==> src/rtl/clk_div_pkg.sv <==
// Shared types and constants for the clk_div family of monitors.
package clk_div_pkg;

    typedef enum logic [1:0] {
        IDLE  = 2'd0,
        ARM   = 2'd1,
        TRACK = 2'd2
    } mon_state_t;

    localparam int STUCK_MULT = 4;

    // Bits needed to count up to the stuck threshold for a given divide ratio.
    function automatic int cnt_width(input int div);
        return $clog2(STUCK_MULT * div + 1);
    endfunction

endpackage

==> src/rtl/clk_div_sync.sv <==
// Two-flop synchroniser for a slow clock-like input, plus a third flop for rise detect.
module clk_div_sync (
    input  logic clk,
    input  logic rst_n,
    input  logic d,
    output logic level,
    output logic rise
);

    logic s1;
    logic s2;
    logic s3;

    always_ff @(posedge clk or negedge rst_n) begin
        if (!rst_n) begin
            s1 <= 1'b0;
            s2 <= 1'b0;
            s3 <= 1'b0;
        end else begin
            s1 <= d;
            s2 <= s1;
            s3 <= s2;
        end
    end

    assign level = s2;
    assign rise  = s2 & ~s3;

endmodule

==> src/rtl/clk_div_monitor.sv <==
// Divided-clock checker: measures period/high time, tracks lock, flags mismatch and stall.
// Optional duty-cycle check when DUTY_CHECK_EN is defined.
//
// state | meaning
// IDLE  | waiting for the first rise; partial period discarded
// ARM   | first full period in progress
// TRACK | every rise closes a checked period
module clk_div_monitor
    import clk_div_pkg::*;
#(
    parameter int DIV        = 3,
    parameter int CNT_W      = 8,
    parameter int LOCK_COUNT = 4
) (
    input  logic             clock_in,
    input  logic             reset_n,
    input  logic             div_clk,
    output logic [CNT_W-1:0] period,
    output logic [CNT_W-1:0] high_cnt,
    output logic             meas_valid,
    output logic             locked,
    output logic             period_err,
    output logic             stuck
);

    localparam int ST_W = cnt_width(DIV);
    localparam int GD_W = $clog2(LOCK_COUNT + 1);
    localparam logic [ST_W-1:0] STUCK_LOAD = ST_W'(STUCK_MULT * DIV - 1);

    mon_state_t state, state_nxt;

    logic             s_level;
    logic             rise;
    logic [CNT_W-1:0] run_cnt;
    logic [CNT_W-1:0] hi_cnt;
    logic [ST_W-1:0]  stuck_tmr;
    logic [GD_W-1:0]  good_cnt;
    logic             check;
    logic             stuck_hit;
    logic             duty_ok;
    logic             good_period;

    clk_div_sync u_sync (
        .clk   (clock_in),
        .rst_n (reset_n),
        .d     (div_clk),
        .level (s_level),
        .rise  (rise)
    );

    // Stall timer is separate from run_cnt so it still fires when run_cnt saturates.
    assign check     = rise && (state != IDLE);
    assign stuck_hit = !rise && (state != IDLE) && (stuck_tmr == ST_W'(1));

`ifdef DUTY_CHECK_EN
    logic [CNT_W+2:0] duty_off;
    // 2*hi - period + 1, taken modulo; in-tolerance values land on 0..2.
    assign duty_off = {2'b00, hi_cnt, 1'b0} - {3'b000, run_cnt} + (CNT_W+3)'(1);
    assign duty_ok  = (duty_off <= (CNT_W+3)'(2));
`else
    assign duty_ok  = 1'b1;
`endif

    assign good_period = (run_cnt == CNT_W'(DIV)) && duty_ok;

    always_ff @(posedge clock_in or negedge reset_n) begin
        if (!reset_n) begin
            state <= IDLE;
        end else begin
            state <= state_nxt;
        end
    end

    always_comb begin
        state_nxt = state;
        case (state)
            IDLE:    if (rise) state_nxt = ARM;
            ARM:     if (rise) state_nxt = TRACK;
                     else if (stuck_hit) state_nxt = IDLE;
            TRACK:   if (stuck_hit) state_nxt = IDLE;
            default: state_nxt = IDLE;
        endcase
    end

    always_ff @(posedge clock_in or negedge reset_n) begin
        if (!reset_n) begin
            run_cnt    <= '0;
            hi_cnt     <= '0;
            stuck_tmr  <= '0;
            good_cnt   <= '0;
            period     <= '0;
            high_cnt   <= '0;
            meas_valid <= 1'b0;
            period_err <= 1'b0;
            locked     <= 1'b0;
            stuck      <= 1'b0;
        end else begin
            meas_valid <= check;
            period_err <= check && !good_period;

            if (rise) begin
                run_cnt   <= CNT_W'(1);
                hi_cnt    <= CNT_W'(s_level);
                stuck_tmr <= STUCK_LOAD;
                stuck     <= 1'b0;
            end else begin
                if (run_cnt != '1) run_cnt <= run_cnt + CNT_W'(1);
                if (s_level && (hi_cnt != '1)) hi_cnt <= hi_cnt + CNT_W'(1);
                if (stuck_tmr != '0) stuck_tmr <= stuck_tmr - ST_W'(1);
            end

            if (check) begin
                period   <= run_cnt;
                high_cnt <= hi_cnt;
                if (good_period) begin
                    if (good_cnt != GD_W'(LOCK_COUNT)) good_cnt <= good_cnt + GD_W'(1);
                    if (good_cnt >= GD_W'(LOCK_COUNT - 1)) locked <= 1'b1;
                end else begin
                    good_cnt <= '0;
                    locked   <= 1'b0;
                end
            end

            if (stuck_hit) begin
                stuck    <= 1'b1;
                locked   <= 1'b0;
                good_cnt <= '0;
            end
        end
    end

endmodule

==> config.mk <==
export PLATFORM = sky130hd
export DESIGN_NAME = clk_div_monitor
export DESIGN_NICKNAME = d
export VERILOG_FILES = /design/src/rtl/clk_div_pkg.sv /design/src/rtl/clk_div_sync.sv /design/src/rtl/clk_div_monitor.sv
export SDC_FILE = /design/constraint.sdc
export NUM_CORES = 1
export LEC_CHECK = 0
export CORE_ASPECT_RATIO = 0.5
export CORE_MARGIN = 5
export CORE_UTILIZATION = 62
export CTS_BUF_LIST = sky130_fd_sc_hd__clkbuf_4 sky130_fd_sc_hd__clkbuf_8
export DETAILED_ROUTE_END_ITERATION = 16
export PLACE_DENSITY_LB_ADDON = 0.08
export SLEW_MARGIN = 20
export SYNTH_ARGS = -nofsm -noshare
export SYNTH_HDL_FRONTEND = slang
export SYNTH_SLANG_ARGS = --single-unit
==> constraint.sdc <==
create_clock -name clock_in -period 4 [get_ports clock_in]
set_input_delay 0.6 -clock clock_in [delete_from_list [all_inputs] [get_ports clock_in]]
set_output_delay 0.6 -clock clock_in [all_outputs]
set_load 0.05 [all_outputs]
After elaboration in Yosys (flattened, before gate mapping):

Index checks and enable logic that the tools add are counted.

* flip-flop bits (word level): 48
* output and inout port bits: 20

* bitwise logic cells: 2
* add/subtract/negate cells: 4
* reduce and logical (&&, ||, !) cells: 17
* order comparisons: 1
* equal/unequal tests: 10
* mux-type cells: 20

Operators with widths (count)
* 8-bit 2-to-1 mux: 4
* 8-bit by 1-bit adder with 8-bit output (second input constant): 2
* 8-bit != test (second input constant): 2
* 3-bit 2-to-1 mux: 4
* 2-bit nonzero test: 6
* 8-bit by 2-bit equality test with 1-bit output (second input constant): 1
* 4-bit 2-to-1 mux: 2
* 1-bit 2-to-1 mux: 6
* 2-bit 2-to-1 mux: 3
* 3-bit by 2-bit != test with 1-bit output (second input constant): 2
* 2-bit case mux with 3 select lines: 1
* 1-bit logical AND: 5
* 4-bit by 1-bit equality test with 1-bit output (second input constant): 1
* 2-bit AND reduction: 2
* 4-bit nonzero test: 1
* 4-bit by 1-bit subtractor with 4-bit output (second input constant): 1
* 3-bit by 1-bit adder with 3-bit output (second input constant): 1
* 3-bit by 2-bit greater-or-equal comparator with 1-bit output (second input constant): 1
* 3-bit != test (second input constant): 1
* 2-bit by 1-bit equality test with 1-bit output (second input constant): 1
* 2-bit equality test (second input constant): 1
* 1-bit logical NOT: 2
* 2-bit logical NOT: 1
* 2-bit != test (second input constant): 1
* other kinds (2): 2

Logic depth before layout (Yosys ltp):

* word-level depth: 8
* mapped depth: 7

Modules after synthesis:

From an unflattened synthesis, not the netlist that was laid out.

* cell total of the unflattened synthesis: 184
* area total of the unflattened synthesis: 2133.3 um^2

By module, submodules not included
* clk_div_monitor: cells an instance 180, times used 1, area each 2044.5 um^2
* clk_div_sync: cells an instance 4, times used 1, area each 88.8 um^2

Worst setup path before layout:

No wires, ideal clock.

* path type: reg-to-reg
* start point: reg run_cnt[0]
* end point: reg good_cnt[1]
* clock period less this slack: 1.670 ns
* cell stages (with the launch flop): 6
* arrival time: 1.588 ns
* required time: 3.918 ns
* slack: 2.330 ns
* cell sequence: dfrtp_1 > ha_1 > or4b_4 > nor4_4 > nand3_2 > o22ai_1

* cells in the longest elaborated chain, start to end: 4
* elaborated cells between the ends (all ways): 6
* classes of those cells: eq/ne: 2; mux: 3; reduce/logical: 1

Ends and longest elaborated chain
* start: declaration: RTL line clk_div_monitor.sv:34 `logic [CNT_W-1:0] run_cnt;`
* start signal: assignment: RTL line clk_div_monitor.sv:107 `if (run_cnt != '1) run_cnt <= run_cnt + CNT_W'(1);`
* 8-bit by 2-bit equality test with 1-bit output (*): RTL line clk_div_monitor.sv:64 `assign good_period = (run_cnt == CNT_W'(DIV)) && duty_ok;`
* 3-bit 2-to-1 mux: RTL line clk_div_monitor.sv:115 `if (good_period) begin`
* 3-bit 2-to-1 mux: RTL line clk_div_monitor.sv:112 `if (check) begin`
* 3-bit 2-to-1 mux: RTL line clk_div_monitor.sv:124 `if (stuck_hit) begin`
* end signal: assignment: RTL line clk_div_monitor.sv:116 `if (good_cnt != GD_W'(LOCK_COUNT)) good_cnt <= good_cnt + GD_W'(1);`
* end: declaration: RTL line clk_div_monitor.sv:37 `logic [GD_W-1:0] good_cnt;`

Mark *: on every way between the ends. The rest lies on a longest branch, timed or not. The select of a mux whose other input is x is not followed.
A chain may end at the register's enable or synchronous reset.

Worst setup path in the final report:

* start point: reg locked
* end point: out locked

RTL lines
* start: declaration: RTL line clk_div_monitor.sv:21 `output logic locked,`
* start signal: assignment: RTL line clk_div_monitor.sv:95 `locked <= 1'b0;`
* start signal: assignment: RTL line clk_div_monitor.sv:117 `if (good_cnt >= GD_W'(LOCK_COUNT - 1)) locked <= 1'b1;`
* start signal: assignment: RTL line clk_div_monitor.sv:120 `locked <= 1'b0;`

No word-level cell between the ends.

==> flow_summary_export.csv <==
group,metric,value,unit
sta,clock_skew,0.00425,ns
sta,final-setup-viol-count,0,
synth,synth.most_common_cell,"nand2_1",
placed_design,placed_area,2400,µm²
status,status,"finished clean",
cts,cts_tree,"done",
critical_path,crit_chain,"clkdlybuf4s50_1",
min_path,hold_path.class,"in -> async",
final_layout,num_antenna_cells,0,
final_layout,finish.net_count,255,
routing,drt_iter0_markers,49,
sta,rsz0062_at_grt,"false",
synth,synth_flop_cell,"dfrtp_1",
cts,root_buffer,"clkbuf_8",
die,num_rows,15,
synth,ys_ff_latch,48,
grt,grt_max_degree,49,
synth,synthTopCellsByCount,"64 x nand2_1, 48 x dfrtp_1, 15 x nor2_1, 11 x o21ai_0, 9 x a21oi_1",
routing,routed_via_density,5.64,
sta,period_needed,2.08,ns
sta,hold_viol,0,
critical_path,r2r_setup_slack,2.07,ns
synth,synth_cell_types,43,
die,die-area,4830,µm²
synth,synth_area_per_cell,9.67,µm²
synth,yosysTopAreaCell,"dfrtp_1",
placed_design,gp_congestion,0.791,
grt,antenna_found_initial,0,
cts,post_cts_resized,0,
grt,busiest_layer,"met2",
cts,clkSinkCount,48,
final_layout,area_growth,15.8,%
routing,routedWlPerCell,13.8,µm
cts,clockBufferDepth,2,
critical_path,critPathKind,"reg -> out",
die,core_region_area,3400,µm²
routing,dr.pass1.iters,4,
critical_path,crit_required,3.40,ns
synth,synth-async-reset-ratio,100,%
sta,finalSetupTns,0,ns
placed_design,io_buffer_count,22,
critical_path,cp_slowest_cell,"clkdlybuf4s50_1",
grt,gr-usage-all-layers,20.3,%
critical_path,r2r_cells,5,
grt,grt_use_met2,34.2,%
cts,clk_pin_slew,0.09,ns
grt,overflow,0,
sta,tightest_slew,0.822,ns
critical_path,worstPathMaxFanout,2,
cts,cts_made_buffers,5,
grt,grt_pass1_vias,1665,
cts,hold_buffers,0,
synth,syn_nets,233,
routing,via_count,1676,
placed_design,hpwlAfterDp,2.85,mm
synth,synth_largest_type_area_fraction,55.7,%
final_layout,design_area,2500,µm²
cts,clk_latency,0.30,ns
critical_path,cp-end-kind,"output pin",
routing,routed_wl,4.11,mm
die,ios,23,
sta,fmax,480,MHz
grt,grt_util_met1,25.1,%
critical_path,critical-path-max-stage-delay,0.82,ns
cts,cts_setup_buffers,0,
synth,synth_area,2160,µm²
flow_run,drv_cap,0,
routing,route.detailed.drc,0,
grt,grt_util_met3,6.21,%
die,chipHeight,51.7,µm
power_and_ir_drop,p_per_area,598,nW/µm²
synth,synth_edf_count,0,
power_and_ir_drop,leakagePower,1.16,nW
final_layout,drive_gt1_share,6.91,%
critical_path,r2r_end,"good_cnt[1]",
critical_path,r2r_start,"run_cnt[0]",
synth,seq_area_frac_synth,55.7,%
die,fp.dieW,93.4,µm
sta,slew_violations,0,
sta,period_share,52.1,%
grt,grt_pass1_wl,7.60,mm
critical_path,cp_top_family,"buffers and inverters",
die,initial_core_util,63.5,%
critical_path,crit_arrival,1.48,ns
critical_path,critPathLaunchType,"flip-flop",
cts,ctsHtreeMaxLevel,2,
critical_path,crit_buf_inv,1,
synth,synth.area.top_cells,"dfrtp_1 56%, nand2_1 11%, ha_1 4.1%, nor2_1 2.6%, o21ai_0 2.6%",
routing,final_antenna_net_count,0,
power_and_ir_drop,ir_drop,0.319,mV
synth,yosys_warnings,0,
synth,synthCells,223,
sta,relSlewSlack,45.2,%
[per-layer routing]
layer  wire [µm]  up-vias
met5           0        -
met4          62        0
met3         296        8
met2        1930       49
met1        1820      820
li1            -      799
[state kept, by name, indices dropped and copies added, names as in the netlist]
signal        flops
high_cnt          8
good_cnt          3
u_sync.s1         1
u_sync.level      1
period            8
state             2
run_cnt           8
stuck             1
hi_cnt            8
locked            1
u_sync.s3         1
meas_valid        1
period_err        1
stuck_tmr         4
[power breakdown]
| group | internal, W | leakage [nW] | switching (W) |
|---|---|---|---|
| Sequential | 0.000588 | 0.630 | 0.000108 |
| Combinational | 0.000180 | 0.474 | 0.000319 |
| Clock | 0.000138 | 0.0510 | 0.000160 |
| Total | 0.000907 | 1.16 | 0.000587 |
[kinds of logic (layout without fill, tap and decap cells)]
kind of cell / Yosys count / in the layout / share of synthesized area (%)
buffers and inverters: 17 / 40 / 3.42
and+or+nand+nor: 105 / 105 / 22.6
muxes: 3 / 3 / 1.39
DFF: 48 / 48 / 55.7
adders and majority gates: 7 / 7 / 4.06
xor gates and xnor gates: 5 / 5 / 2.03
AOI/OAI and AO/OA: 38 / 38 / 10.8
[cell usage in the layout (no fill, tap or decap), types with 2 or more instances in the layout]
master / n
ha_1: 7
buf_4: 2
clkbuf_8: 6
clkinv_2: 2
nand2b_1: 2
a31oi_1: 4
clkdlybuf4s50_1: 21
o31ai_1: 2
o22ai_1: 2
nand3_1: 3
xnor2_1: 3
dfrtp_1: 48
nand2_1: 64
nand4_1: 3
or3_1: 2
xor2_1: 2
and4_1: 2
mux2i_1: 3
inv_1: 8
nor3_1: 5
a21oi_1: 9
o21ai_0: 11
nor2_1: 15
[layout make-up]
type | count | area, µm²
Tap cell | 51 | 63.8
Multi-Input combinational cell | 158 | 881
Inverter | 9 | 33.8
Fill cell | 252 | 900
Timing Repair Buffer | 23 | 225
Clock buffer | 6 | 82.6
Sequential cell | 48 | 1200
Clock inverter | 2 | 10.0
[worst max path at each step]
| stage | from | to | slack (ns) | cells past startpoint |
|---|---|---|---|---|
| detailed placement | run_cnt[0] | good_cnt[1] | 2.09 | 5 |
| global placement | run_cnt[0] | good_cnt[1] | 2.17 | 5 |
| CTS | locked | locked | 1.90 | 1 |
| global route | period[6] | period[6] | 1.87 | 1 |
| floorplan | run_cnt[0] | good_cnt[1] | 2.33 | 5 |
| finish | locked | locked | 1.92 | 1 |
[per-stage QoR]
step | power [W] | worst slack (ns) | utilization [%] | cells | hold slack, ns
final | 0.00149 | 1.92 | 73.5 | 297 | 0.292
after global placement | 0.00119 | 2.17 | 70.7 | 289 | 0.335
after global routing | 0.00160 | 1.87 | 73.5 | 297 | 0.348
after CTS | 0.00151 | 1.90 | 73.4 | 297 | 0.363
after detailed placement | 0.00121 | 2.09 | 70.7 | 289 | 0.343
after floorplan | 0.00105 | 2.33 | - | 223 | 0.304
(Power assumes the default switching activity.)
